==> src/rtl/alu_issue_stage.sv <==
`timescale 1ns/1ps
`default_nettype none
// ============================================================================
// Module   : alu_issue_stage
// Purpose  : RV32I decode-and-issue stage feeding the ALU. Accepts fetched
//            instructions over valid/ready, reads rs1/rs2 from the register
//            file in the accept cycle, decodes OP / OP-IMM / LUI / AUIPC into
//            {operand A, operand B, ALU op, rd} and presents the result to
//            execute through a registered 2-entry skid buffer.
// Ports    : clk_i, rst_ni (async, active-low), flush_i
//            instr_valid_i / instr_ready_o / instr_i / pc_i  : upstream side
//            rs1_addr_o, rs2_addr_o, rs1_data_i, rs2_data_i  : register file
//            ex_valid_o / ex_ready_i, alu_a_o, alu_b_o, alu_op_o,
//            rd_addr_o, pc_o, illegal_o                      : execute side
// Revision : 1.0 - initial release
// ============================================================================
module alu_issue_stage #(
  parameter int                    DATA_WIDTH   = 32,
  parameter int                    ALU_OP_WIDTH = 4,
  parameter logic [DATA_WIDTH-1:0] RESET_PC_TAG = '0
) (
  input  logic                    clk_i,
  input  logic                    rst_ni,
  input  logic                    flush_i,
  input  logic                    instr_valid_i,
  output logic                    instr_ready_o,
  input  logic [31:0]             instr_i,
  input  logic [DATA_WIDTH-1:0]   pc_i,
  output logic [4:0]              rs1_addr_o,
  output logic [4:0]              rs2_addr_o,
  input  logic [DATA_WIDTH-1:0]   rs1_data_i,
  input  logic [DATA_WIDTH-1:0]   rs2_data_i,
  output logic                    ex_valid_o,
  input  logic                    ex_ready_i,
  output logic [DATA_WIDTH-1:0]   alu_a_o,
  output logic [DATA_WIDTH-1:0]   alu_b_o,
  output logic [ALU_OP_WIDTH-1:0] alu_op_o,
  output logic [4:0]              rd_addr_o,
  output logic [DATA_WIDTH-1:0]   pc_o,
  output logic                    illegal_o
);

  // --------------------------------------------------------------------------
  // ALU op encoding shared with the execute stage
  // --------------------------------------------------------------------------
  localparam logic [ALU_OP_WIDTH-1:0] c_alu_add  = ALU_OP_WIDTH'(0);
  localparam logic [ALU_OP_WIDTH-1:0] c_alu_sub  = ALU_OP_WIDTH'(1);
  localparam logic [ALU_OP_WIDTH-1:0] c_alu_sll  = ALU_OP_WIDTH'(2);
  localparam logic [ALU_OP_WIDTH-1:0] c_alu_slt  = ALU_OP_WIDTH'(3);
  localparam logic [ALU_OP_WIDTH-1:0] c_alu_sltu = ALU_OP_WIDTH'(4);
  localparam logic [ALU_OP_WIDTH-1:0] c_alu_xor  = ALU_OP_WIDTH'(5);
  localparam logic [ALU_OP_WIDTH-1:0] c_alu_srl  = ALU_OP_WIDTH'(6);
  localparam logic [ALU_OP_WIDTH-1:0] c_alu_sra  = ALU_OP_WIDTH'(7);
  localparam logic [ALU_OP_WIDTH-1:0] c_alu_or   = ALU_OP_WIDTH'(8);
  localparam logic [ALU_OP_WIDTH-1:0] c_alu_and  = ALU_OP_WIDTH'(9);

  localparam logic [6:0] c_opc_op    = 7'b0110011;
  localparam logic [6:0] c_opc_imm   = 7'b0010011;
  localparam logic [6:0] c_opc_lui   = 7'b0110111;
  localparam logic [6:0] c_opc_auipc = 7'b0010111;

  localparam logic [6:0] c_f7_base = 7'b0000000;
  localparam logic [6:0] c_f7_alt  = 7'b0100000;

  // Buffer entry payload: {a, b, op, rd, pc, illegal}
  localparam int c_pl_w = 3 * DATA_WIDTH + ALU_OP_WIDTH + 5 + 1;
  localparam logic [c_pl_w-1:0] c_m_rst = {{DATA_WIDTH{1'b0}}, {DATA_WIDTH{1'b0}},
                                           c_alu_add, 5'd0, RESET_PC_TAG, 1'b0};

  // funct3 -> base ALU op (the ADD/SUB and SRL/SRA split is resolved by funct7)
  function automatic logic [ALU_OP_WIDTH-1:0] f3_op(input logic [2:0] f3);
    logic [ALU_OP_WIDTH-1:0] op;
    case (f3)
      3'b000:  op = c_alu_add;
      3'b001:  op = c_alu_sll;
      3'b010:  op = c_alu_slt;
      3'b011:  op = c_alu_sltu;
      3'b100:  op = c_alu_xor;
      3'b101:  op = c_alu_srl;
      3'b110:  op = c_alu_or;
      default: op = c_alu_and;
    endcase
    return op;
  endfunction

  // --------------------------------------------------------------------------
  // Register file addresses come straight off the incoming word so the read
  // data is available in the same (accept) cycle.
  // --------------------------------------------------------------------------
  assign rs1_addr_o = instr_i[19:15];
  assign rs2_addr_o = instr_i[24:20];

  // --------------------------------------------------------------------------
  // Decode
  // --------------------------------------------------------------------------
  logic [6:0]              w_opcode;
  logic [2:0]              w_f3;
  logic [6:0]              w_f7;
  logic [DATA_WIDTH-1:0]   w_imm_i;
  logic [DATA_WIDTH-1:0]   w_imm_u;
  logic [DATA_WIDTH-1:0]   w_a;
  logic [DATA_WIDTH-1:0]   w_b;
  logic [ALU_OP_WIDTH-1:0] w_op;
  logic [4:0]              w_rd;
  logic                    w_ill;
  logic [c_pl_w-1:0]       w_dec_pl;

  assign w_opcode = instr_i[6:0];
  assign w_f3     = instr_i[14:12];
  assign w_f7     = instr_i[31:25];
  assign w_imm_i  = DATA_WIDTH'($signed(instr_i[31:20]));
  assign w_imm_u  = DATA_WIDTH'($signed({instr_i[31:12], 12'h000}));

  always_comb begin
    w_ill = 1'b0;
    w_op  = c_alu_add;
    w_a   = '0;
    w_b   = '0;
    w_rd  = instr_i[11:7];
    case (w_opcode)
      c_opc_op: begin
        w_a = rs1_data_i;
        w_b = rs2_data_i;
        w_op = f3_op(w_f3);
        // Only ADD/SUB and SRL/SRA have an alternate funct7 encoding
        if (w_f7 == c_f7_alt && (w_f3 == 3'b000 || w_f3 == 3'b101)) begin
          w_op = (w_f3 == 3'b000) ? c_alu_sub : c_alu_sra;
        end else if (w_f7 != c_f7_base) begin
          w_ill = 1'b1;
        end
      end
      c_opc_imm: begin
        w_a  = rs1_data_i;
        w_b  = w_imm_i;
        w_op = f3_op(w_f3);
        // Shift-immediates reuse imm[11:5] as funct7; all others are plain imm
        if (w_f3 == 3'b001) begin
          if (w_f7 != c_f7_base) begin
            w_ill = 1'b1;
          end
        end else if (w_f3 == 3'b101) begin
          if (w_f7 == c_f7_alt) begin
            w_op = c_alu_sra;
          end else if (w_f7 != c_f7_base) begin
            w_ill = 1'b1;
          end
        end
      end
      c_opc_lui: begin
        w_b = w_imm_u;
      end
      c_opc_auipc: begin
        w_a = pc_i;
        w_b = w_imm_u;
      end
      default: begin
        w_ill = 1'b1;
      end
    endcase
    // Undecodable words issue as a harmless ADD 0+0 to x0 with the flag set
    if (w_ill) begin
      w_op = c_alu_add;
      w_a  = '0;
      w_b  = '0;
      w_rd = 5'd0;
    end
  end

  assign w_dec_pl = {w_a, w_b, w_op, w_rd, pc_i, w_ill};

  // --------------------------------------------------------------------------
  // Two-entry skid buffer: M drives the outputs, S absorbs the one extra
  // accept that can land after ready was registered high.
  // --------------------------------------------------------------------------
  logic              r_m_valid;
  logic              r_s_valid;
  logic [c_pl_w-1:0] r_m_pl;
  logic [c_pl_w-1:0] r_s_pl;
  logic              r_ready;

  logic              w_accept;
  logic              w_consume;
  logic              w_m_free;
  logic              w_m_valid_n;
  logic              w_s_valid_n;
  logic [c_pl_w-1:0] w_m_pl_n;
  logic [c_pl_w-1:0] w_s_pl_n;

  assign w_accept  = instr_valid_i & r_ready;
  assign w_consume = r_m_valid & ex_ready_i;
  assign w_m_free  = ~r_m_valid | w_consume;

  always_comb begin
    w_m_valid_n = r_m_valid;
    w_s_valid_n = r_s_valid;
    w_m_pl_n    = r_m_pl;
    w_s_pl_n    = r_s_pl;
    if (flush_i) begin
      // Flush wins over every move; an entry accepted now is dropped
      w_m_valid_n = 1'b0;
      w_s_valid_n = 1'b0;
    end else if (w_accept) begin
      if (w_m_free) begin
        w_m_valid_n = 1'b1;
        if (r_s_valid) begin
          // Older S entry must leave first to preserve order
          w_m_pl_n = r_s_pl;
          w_s_pl_n = w_dec_pl;
        end else begin
          w_m_pl_n = w_dec_pl;
        end
      end else begin
        w_s_valid_n = 1'b1;
        w_s_pl_n    = w_dec_pl;
      end
    end else if (w_consume) begin
      if (r_s_valid) begin
        w_m_pl_n    = r_s_pl;
        w_s_valid_n = 1'b0;
      end else begin
        w_m_valid_n = 1'b0;
      end
    end
  end

  always_ff @(posedge clk_i or negedge rst_ni) begin
    if (!rst_ni) begin
      r_m_valid <= 1'b0;
      r_s_valid <= 1'b0;
      r_m_pl    <= c_m_rst;
      r_s_pl    <= '0;
      r_ready   <= 1'b1;
    end else begin
      r_m_valid <= w_m_valid_n;
      r_s_valid <= w_s_valid_n;
      r_m_pl    <= w_m_pl_n;
      r_s_pl    <= w_s_pl_n;
      // Ready only while the skid slot is free next cycle
      r_ready   <= ~w_s_valid_n;
    end
  end

  assign instr_ready_o = r_ready;
  assign ex_valid_o    = r_m_valid;
  assign {alu_a_o, alu_b_o, alu_op_o, rd_addr_o, pc_o, illegal_o} = r_m_pl;

endmodule
`default_nettype wire
==> config.mk <==
export PLATFORM = sky130hd
export DESIGN_NAME = alu_issue_stage
export DESIGN_NICKNAME = d
export VERILOG_FILES = /design/src/rtl/alu_issue_stage.sv
export SDC_FILE = /design/constraint.sdc
export NUM_CORES = 1
export LEC_CHECK = 0
export ABC_AREA = 1
export CORE_ASPECT_RATIO = 0.75
export CORE_UTILIZATION = 55
export CTS_CLUSTER_DIAMETER = 120
export DETAILED_ROUTE_END_ITERATION = 12
export DONT_BUFFER_PORTS = 1
export PLACE_DENSITY_LB_ADDON = 0.15
export REMOVE_ABC_BUFFERS = 1
export SLEW_MARGIN = 20
export SYNTH_ARGS = -nofsm -noshare
export SYNTH_HDL_FRONTEND = slang
export SYNTH_SLANG_ARGS = --single-unit
==> constraint.sdc <==
create_clock -name clk_i -period 1.7 [get_ports clk_i]
set_clock_uncertainty 0.05 [all_clocks]
set_input_delay 0.51 -clock clk_i [delete_from_list [all_inputs] [get_ports clk_i]]
set_output_delay 0.51 -clock clk_i [all_outputs]
set_load 0.1 [all_outputs]
==> results.sh <==
export IMPL_cp_data_required_time_ns=2.08
export IMPL_power_density_nw_per_um2=1420
export IMPL_synth_area_leaders="dfrtp_1, nand2_1, nor2_1, nand3_2, o21ai_0"
export IMPL_drive_above_1_share=0.205
export IMPL_status="complete, but fails checks"
export IMPL_synth_area_um2=10900
export IMPL_stdcell_area_um2=14200
export IMPL_track_usage=0.283
export IMPL_n_antenna_cell=0
export IMPL_rsz0062_at_grt="true"
export IMPL_utilization=0.730
export IMPL_cts_buffers=23
export IMPL_h_tree_depth=1
export IMPL_die_h_um=124
export IMPL_clk_latency_ns=0.50
export IMPL_worstReg2RegEnd="r_m_pl[102]"
export IMPL_dp_hpwl_um=18600
export IMPL_io_pins=251
export IMPL_io_buffers=0
export IMPL_synth_seq_cells=215
export IMPL_critPathLaunch="instr_ready_o"
export IMPL_switching_power_uw=8740
export IMPL_die_area_um2=20500
export IMPL_yosys_area_top_type="dfrtp_1"
export IMPL_row_count=44
export IMPL_path_delay_family="flip-flops"
export IMPL_cts_root_buffer="clkbuf_16"
export IMPL_fin_cells=1836
export IMPL_syn_area_per_cell_um2=7.55
export IMPL_cts_sink_count=215
export IMPL_violations="hold timing, setup timing"
export IMPL_nFillCells=1513
export IMPL_end_kind="register"
export IMPL_pre_cts_ws_ns=-0.246
export IMPL_cts_buffer_depth=3
export IMPL_gp_congestion=0.847
export IMPL_hold_ws_ns=-0.343
export IMPL_fin_crit_sh=1.07
export IMPL_ant_nets=0
export IMPL_crit_end="r_m_pl[102]"
export IMPL_wl_per_cell_um=16.5
export IMPL_p_leak_uw=0.00690
export IMPL_grt_pass1_wl_um=46000
export IMPL_hold_path_class="input pin to asynchronous set/reset pin"
export IMPL_ff2ff_path_depth=10
export IMPL_finalSetupViolCount=48
export IMPL_power_total_uw=20100
export IMPL_place_inst=1772
export IMPL_p_int_uw=11300
export IMPL_crit_chain="nand2_2 > buf_6 > nor2_4 > buf_4 > buf_6 > buf_12 > nor2_1 > nor2_1 > nand2_1 > nand2_1"
export IMPL_timing_rr_start="instr_ready_o"
export IMPL_finalWirelength_um=30200
export IMPL_ys_types=28
export IMPL_start_util=0.563
export IMPL_worst_slack_ns=-0.118
export IMPL_drc=0
export IMPL_grt_max_degree=216
export IMPL_synth_warnings=0
export IMPL_drt_iter0_drc=867
export IMPL_path_max_fanout=26
export IMPL_synth_commonest_cells="nand2_1, dfrtp_1, nor2_1"
export IMPL_slew_headroom=0.742
export IMPL_cp_slowest_cell="dfstp_2"
export IMPL_fin_crit_ns=1.82
export IMPL_grt_pass1_vias=9053
export IMPL_drv_slew=0
export IMPL_synth_most_common_cell="nand2_1"
export IMPL_fp_coreArea_um2=19400
export IMPL_drv_cap=0
export IMPL_antenna_found_initial=0
export IMPL_finalHoldViolations=215
export IMPL_placed_area_um2=12500
export IMPL_fin_nets=1703
export IMPL_firstDrtPassIters=5
export IMPL_criticalPathCategory="register to register"
export IMPL_critPathBufInv=4
export IMPL_critPathLaunchType="register"
export IMPL_ir_drop_mv=1.30
export IMPL_ys_seq_area_frac=0.492
export IMPL_synthArstFlopShare=1.00
export IMPL_yosysTopAreaCellShare=0.489
export IMPL_cp_depth=10
export IMPL_area_growth_pct=29.6
export IMPL_slowest_delay_ns=0.57
export IMPL_worst_pin_slew_ns=0.383
export IMPL_switching_share=0.435
export IMPL_worstPathArrival_ns=2.20
export IMPL_clkPwrFrac=0.246
export IMPL_cts_tree="yes"
export IMPL_clkSlewWorstSetupHoldPaths_ns=0.06
export IMPL_dr_total_vias=9874
export IMPL_synthFlopType="dfrtp_1"
export IMPL_power_frac_comb=0.426
export IMPL_die_w_um=165
export IMPL_synth_edf_count=0
export IMPL_via_per_inst=5.38
export IMPL_synthCells=1450
export IMPL_reg2reg_slack_ns=-0.12
export IMPL_grt_remaining_overflow=0
export IMPL_seq_power_share=0.328
export IMPL_fmax_mhz=550
## cells in the final DEF (no fill, tap or decap), types with 29 or more instances in the layout
master and instances:
nor2_1 184, buf_12 45, o21ai_1 73, buf_4 53, buf_6 84, o21ai_0 73, nand3_2 60, a31oi_1 33
nand2_1 558, nand3_1 59, dfrtp_1 213, inv_1 49, clkbuf_16 29
## how the worst min path moves through the flow
stage                     startpoint          to  slack [ns]  depth (start not counted)
after floorplan               rst_ni  ex_valid_o        0.16                          0
after global placement        rst_ni  r_m_pl[52]        0.17                          0
after detailed placement      rst_ni  r_m_pl[90]        0.17                          0
after CTS                     rst_ni  r_s_pl[22]       -0.36                          0
after global routing          rst_ni  r_m_pl[90]       -0.36                          0
final                         rst_ni  r_s_pl[17]       -0.34                          0
## cell type report
cell class,count,area [µm²],area share
Sequential cell,215,5380,0.380
Tap cell,253,317,0.0223
Timing Repair Buffer,202,2660,0.187
Inverter,56,219,0.0154
Multi-Input combinational cell,1072,4880,0.344
Clock buffer,32,649,0.0458
Clock inverter,6,82.6,0.00582
## logic make-up after synthesis
logic type	Yosys count	synth area share
AOI/OAI and AO/OA	189	0.0911
buffers and inverters	163	0.0672
DFF	215	0.492
and+or+nand+nor	883	0.350
## timing repair
item / CTS / global route
resized for setup: 98 / 76
endpoints found under the setup margin: 90 / 254
pin swaps: 0 / 11
setup buffers: 4 / 15
hold endpoints to repair: 215 / 215
gates cloned: 2 / 6
## sequential cells by signal, summed over array words and instances, names as in the netlist
name           flops
ex_valid_o         1
r_s_pl           106
r_s_valid          1
r_m_pl           106
instr_ready_o      1
## metrics by stage
step	TNS (ns)	hold WS, ns
global route	-13.17	-0.364
finish	-1.28	-0.343
CTS	-0.849	-0.360
detailed placement	-25.65	0.172
global placement	-19.30	0.173
floorplan	-985.25	0.164
## power groups by stage
stage	Clock [µW]	Sequential, µW	Combinational (µW)
finish	4940	6580	8550
CTS	5020	6510	8140
global placement	0	6470	7640
detailed placement	0	6500	7710
global route	5240	6680	8960
floorplan	0	11000	1580
## routing by layer
layer / GRT usage / vias up / wire length (µm)
met4: 0.0757 / 0 / 796
met1: 0.395 / 4655 / 13000
met2: 0.440 / 330 / 13900
li1: - / 4832 / -
met5: 0 / - / 0
met3: 0.0713 / 57 / 2530
(Power assumes the default switching activity.)
